--- config.mk ---
export PLATFORM = sky130hd
export DESIGN_NAME = serial_adder
export DESIGN_NICKNAME = d
export VERILOG_FILES = /design/src/rtl/serial_adder.sv
export SDC_FILE = /design/constraint.sdc
export NUM_CORES = 1
export LEC_CHECK = 0
export CORE_UTILIZATION = 31
export DETAILED_ROUTE_END_ITERATION = 10
export PLACE_DENSITY = 0.58
export SETUP_SLACK_MARGIN = 0.1
export SYNTH_ARGS = -nofsm -noshare
export SYNTH_HDL_FRONTEND = slang
export SYNTH_HIERARCHICAL = 1
export SYNTH_SLANG_ARGS = --single-unit
--- constraint.sdc ---
create_clock -name clk -period 1.5 [get_ports clk]
set_clock_uncertainty 0.05 [all_clocks]
set_input_delay 0.45 -clock clk [delete_from_list [all_inputs] [get_ports clk]]
set_output_delay 0.45 -clock clk [all_outputs]
set_load 0.1 [all_outputs]
--- src/rtl/serial_adder.sv ---
`default_nettype none
// ---------------------------------------------------------------------------
// serial_adder : bit-serial WIDTH-bit adder, one full_adder + carry FF, LSB first
// Revision 1.0
// ---------------------------------------------------------------------------

module full_adder (
  input  logic a,
  input  logic b,
  input  logic carry_in,
  output logic sum,
  output logic carry_out
);
  assign sum       = a ^ b ^ carry_in;
  assign carry_out = (a & b) | (carry_in & (a ^ b));
endmodule

module serial_adder #(
  parameter int WIDTH = 8
) (
  input  logic             clk,
  input  logic             rst,
  input  logic             start,
  input  logic [WIDTH-1:0] a,
  input  logic [WIDTH-1:0] b,
  input  logic             carry_in,
  output logic             busy,
  output logic             done,
  output logic [WIDTH-1:0] sum,
  output logic             carry_out
);
  localparam int CW = $clog2(WIDTH + 1);

  typedef enum logic [1:0] {
    IDLE = 2'd0,
    RUN  = 2'd1,
    DONE = 2'd2
  } state_t;

  state_t           state, state_nxt;
  logic [WIDTH-1:0] a_sh, b_sh, res_sh, res_nxt;
  logic             c_ff;
  logic [CW-1:0]    cnt;
  logic             fa_sum, fa_carry_out;
  logic             last_bit;

  full_adder u_fa (
    .a         (a_sh[0]),
    .b         (b_sh[0]),
    .carry_in  (c_ff),
    .sum       (fa_sum),
    .carry_out (fa_carry_out)
  );

  // New bit enters at the MSB; the cast also covers WIDTH == 1
  assign res_nxt  = WIDTH'({fa_sum, res_sh} >> 1);
  assign last_bit = (cnt == CW'(WIDTH - 1));

  always_ff @(posedge clk or posedge rst) begin
    if (rst) state <= IDLE;
    else     state <= state_nxt;
  end

  always_comb begin
    state_nxt = state;
    busy      = 1'b0;
    done      = 1'b0;
    case (state)
      IDLE: if (start) state_nxt = RUN;
      RUN: begin
        busy = 1'b1;
        if (last_bit) state_nxt = DONE;
      end
      DONE: begin
        done      = 1'b1;
        state_nxt = IDLE;
      end
      default: state_nxt = IDLE;
    endcase
  end

  always_ff @(posedge clk or posedge rst) begin
    if (rst) begin
      a_sh      <= '0;
      b_sh      <= '0;
      res_sh    <= '0;
      c_ff      <= 1'b0;
      cnt       <= '0;
      sum       <= '0;
      carry_out <= 1'b0;
    end else begin
      case (state)
        IDLE: begin
          if (start) begin
            a_sh   <= a;
            b_sh   <= b;
            c_ff   <= carry_in;
            cnt    <= '0;
            res_sh <= '0;
          end
        end
        RUN: begin
          a_sh   <= a_sh >> 1;
          b_sh   <= b_sh >> 1;
          res_sh <= res_nxt;
          c_ff   <= fa_carry_out;
          cnt    <= cnt + 1'b1;
          // Outputs only ever show a finished result
          if (last_bit) begin
            sum       <= res_nxt;
            carry_out <= fa_carry_out;
          end
        end
        default: ;
      endcase
    end
  end
endmodule

`default_nettype wire
### After elaboration in Yosys (flattened, before gate mapping)

Cells that the tools add are included.

| storage, ports and cells | value |
|---|---|
| register bits | 40 |
| input port bits | 20 |
| logic and storage cells | 39 |
| output and inout bits | 11 |

| cells by class | value |
|---|---|
| add/sub/neg operators | 1 |
| multiplexer cells | 15 |
| bitwise gates (word level) | 5 |
| reduce and logical (&&, ||, !) cells | 5 |
| equality and inequality tests | 5 |

Operators by type and width:

| cell | number |
|---|---|
| 8-bit case mux with 2 select lines | 3 |
| 8-bit 2-to-1 mux | 3 |
| 4-bit case mux with 2 select lines | 1 |
| 2-bit AND reduction | 3 |
| 4-bit by 1-bit adder with 4-bit output (second input constant) | 1 |
| 4-bit by 3-bit equality test with 1-bit output (second input constant) | 1 |
| 2-bit 2-to-1 mux | 2 |
| 4-bit 2-to-1 mux | 1 |
| 2-bit != test (second input constant) | 2 |
| 2-bit case mux with 2 select lines | 1 |
| 1-bit 2-to-1 mux | 3 |
| 1-bit bitwise AND | 2 |
| 2-bit by 1-bit equality test with 1-bit output (second input constant) | 1 |
| 2-bit equality test (second input constant) | 1 |
| 2-bit zero test | 1 |
| 1-bit case mux with 2 select lines | 1 |
| 2-bit nonzero test | 1 |
| 1-bit XOR | 2 |
| 1-bit OR | 1 |

### Longest topological paths before layout

| logic depth | value |
|---|---|
| depth in word-level cells | 4 |
| mapped depth | 5 |

### By module

The synthesis kept the hierarchy.

By module, submodules not included:

| module | area an instance (µm²) | times used | cells an instance |
|---|---|---|---|
| serial_adder | 1,729.2 | 1 | 155 |
| full_adder | 20.0 | 1 | 1 |

### Worst setup path before layout

No wires, ideal clock.

| path | value |
|---|---|
| kind | register -> output |
| from | register state[1] |
| to | output port done |
| path slack | -1.158 ns |
| arrival | 2.158 ns |
| stages on the path, launching flop included | 4 |
| cells stage by stage | dfrtp_1 -> buf_2 -> clkbuf_1 -> nor2b_1 |

| between the ends | value |
|---|---|
| cells in the longest elaborated chain, start to end | 2 |

Ends and longest elaborated chain:

| item | line | source |
|---|---|---|
| from (decl) | 40 | `state_t state, state_nxt;` |
| from (signal assigned) | 61 | `else state <= state_nxt;` |
| 2-bit equality test | 68 | `case (state)` |
| 1-bit 2-to-1 mux | 68 |  |
| to (decl) | 28 | `output logic done,` |

No other way between the ends.

### Worst setup path in the final report

| path | value |
|---|---|
| from | register state[0] |
| to | output port done |

The elaborated chain is that of the path after synthesis.

==> impl_metrics.json <==
{
  "syn_to_final_growth_pct": 58.7,
  "p_leak_nw": 1.28,
  "p_clk_share_pct": 12.2,
  "ys_warn_count": 6,
  "whs_endpoint": "a_sh[2]$_DFFE_PP0P_",
  "hpwlAfterDp_um": 2570,
  "drive_gt1_share_pct": 36.0,
  "syn_area_per_cell_um2": 11.2,
  "synth_edf_count": 0,
  "synth_commonest_cells": "dfrtp_1 (39), a21oi_1 (18), o21ai_0 (18)",
  "htreeDepth": 2,
  "worstMarginPinSlew_ps": 221,
  "relSlewSlack_pct": 85.2,
  "place_congestion": 0.750,
  "power_density_nw_per_um2": 2300,
  "yosysMostFrequentCell": "dfrtp_1",
  "post-route-min-period_ps": 1660,
  "final.period_utilization_pct": 110,
  "grt_pass1_wl_um": 6820,
  "finalWirelength_um": 4270,
  "end_kind": "output port",
  "hold_viol": 0,
  "path_clk_slew_ps": 80,
  "wl_per_cell_um": 14.6,
  "finalSetupViolations": 10,
  "io_buffer_count": 30,
  "pwr-share-comb_pct": 58.5,
  "firstDrtPassIters": 5,
  "switching_share_pct": 41.6,
  "drv_cap": 0,
  "clockBufferDepth": 2,
  "fp.dieW_um": 77.1,
  "reg2regPathDepth": 5,
  "dr.first_iter.drc_count": 91,
  "p_switching_mw": 2.66,
  "diodes": 0,
  "ys_top_cells_by_area": "dfrtp_1 (56%), mux2_2 (5.8%), a21oi_1 (5.2%)",
  "core-area_um2": 5270,
  "worstReg2RegStart": "state[1]$_DFFE_PP0P_",
  "chipHeight_um": 77.1,
  "seq_area_frac_synth_pct": 55.8,
  "ys.flop_type": "dfrtp_1",
  "drc": 0,
  "r2r_slack_ps": -40,
  "holdCritPathClass": "register to register",
  "fin_area_um2": 2780,
  "antenna_left": 0,
  "drv_slew": 0,
  "grt_pass1_vias": 1426,
  "dpl_worst_slack_ps": -251,
  "hold-worst-slack_ps": 448,
  "hold_depth": 2,
  "die-area_um2": 5950,
  "initial_core_util_pct": 33.2,
  "clk-insertion-delay-late_ps": 290,
  "postCtsHoldBufs": 0,
  "synth_top_area_share_pct": 55.8,
  "antenna_found_initial": 0,
  "pin_count": 31,
  "fin_ws_ps": -157,
  "power.total_mw": 6.39,
  "p_seq_share_pct": 29.4,
  "synth_seq_cells": 39,
  "path_max_fanout": 2,
  "startpoint_type": "register",
  "cts_root_buf": "clkbuf_8",
  "finish.utilization_pct": 52.7,
  "cellInternalPower_mw": 3.73,
  "violations": "negative setup slack",
  "critPathArrivalTime_ps": 1160,
  "place_area_um2": 2370,
  "max_clock_freq_mhz": 604,
  "grt.overflow.total": 0,
  "rsz0062_at_grt": "yes",
  "hold_start": "a_sh[2]$_DFFE_PP0P_",
  "status": "finished, violations left",
  "synth.distinct_cells": 24,
  "clkSinkCount": 39,
  "rr_endpoint": "sum[0]$_DFFE_PP0P_",
  "num_rows": 26,
  "num_vias": 1453,
  "ys_async_sr_fraction_pct": 100,
  "crit_type": "register to output port",
  "grt_usage_pct": 14.4,
  "synth_top_cell_by_area": "dfrtp_1",
  "peakVddDrop_uv": 1480,
  "finalNetCount": 243,
  "numCtsBuffers": 5,
  "syn_inst": 156,
  "viasPerCell": 4.98,
  "synth_area_um2": 1750,
  "synth.net_count": 178,
  "tritoncts": "yes",
  "grt_start_max_net_pins": 40,
  "worst-endpoint-required_ps": 1000
}
how the worst max path moves through the flow:
stage                          endpoint  slack [ps]            startpoint
floorplan                          done        -180  state[0]$_DFFE_PP0P_
global placement    b_sh[4]$_DFFE_PP0P_        -170                 start
detailed placement     c_ff$_DFFE_PP0P_        -250                 start
CTS                                done        -160  state[0]$_DFFE_PP0P_
global route                       done        -200  state[0]$_DFFE_PP0P_
finish                             done        -160  state[0]$_DFFE_PP0P_
through the flow:
stage	cells	setup TNS, ps
finish	292	-561
global route	292	-1050
CTS	277	-358
detailed placement	260	-4690
global placement	260	-3480
floorplan	156	-613
power by group through the flow:
stage,Sequential [mW],Clock (mW),Combinational (mW)
floorplan,2.48,0,1.40
global placement,1.85,0,2.92
detailed placement,1.88,0,2.98
CTS,1.85,0.796,3.22
global route,1.94,0.841,3.96
finish,1.88,0.777,3.74
timing repair:
action                     in CTS  in global routing
gates cloned                    1                  2
setup buffers                   8                 14
pin swaps                       2                  9
gates resized for setup        13                 22
setup endpoints to repair      19                 34
final cells by class:
class,instances,area (µm²)
clock buffer,8,100
fill,476,2490
inverter,2,12.5
multi-input combinational,105,823
sequential,39,976
tap,70,87.6
timing repair buffer,68,777
critical path: stages, from the launching register on:
cell and delay (ps):
dfrtp_1 420, buf_6 140, nor2b_4 120, buf_12 180
logic make-up (layout without fill, tap and decap cells):
logic type / after synthesis / in the layout / share of synthesized area (%)
AND/OR/NAND/NOR: 38 / 38 / 13.5
buffers and inverters: 12 / 78 / 3.15
adder cells (fa/ha/maj): 2 / 2 / 1.86
AO/OA/AOI/OAI: 55 / 55 / 19.3
flip-flops: 39 / 39 / 55.8
multiplexers: 10 / 10 / 6.37
state kept, by name, summed over array words and instances (netlist names):
signal     count
carry_out      1
state          2
sum            8
b_sh           8
cnt            4
a_sh           8
c_ff           1
res_sh         7
metal layers:
layer  up-vias  global-route usage, %  share of wire (%)  wire length (µm)
met3         7                   3.81                5.3               228
met2        46                   23.4                 49              2070
met5         -                      0                  0                 0
met1       713                   18.7                 44              1890
li1        687                      -                  -                 -
met4         0                   4.53                1.6                70
cells in the final DEF (no fill, tap or decap), drive strengths merged:
cell type / netlist / final
nor3: 1 / 1
nand3: 3 / 3
and3b: 6 / 6
dlygate4sd2: 0 / 1
mux2: 9 / 9
fa: 1 / 1
a21oi: 18 / 18
inv: 1 / 1
dfrtp: 39 / 39
clkbuf: 4 / 9
mux2i: 1 / 1
clkdlybuf4s50: 0 / 18
nand2b: 2 / 2
nand2: 11 / 11
buf: 6 / 48
a22oi: 9 / 9
o21ai: 18 / 18
nor2: 1 / 1
o21bai: 1 / 1
clkinv: 1 / 1
ha: 1 / 1
nor2b: 13 / 13
or3: 1 / 1
a22o: 9 / 9
Note: power is estimated with default switching activity, not from simulation.
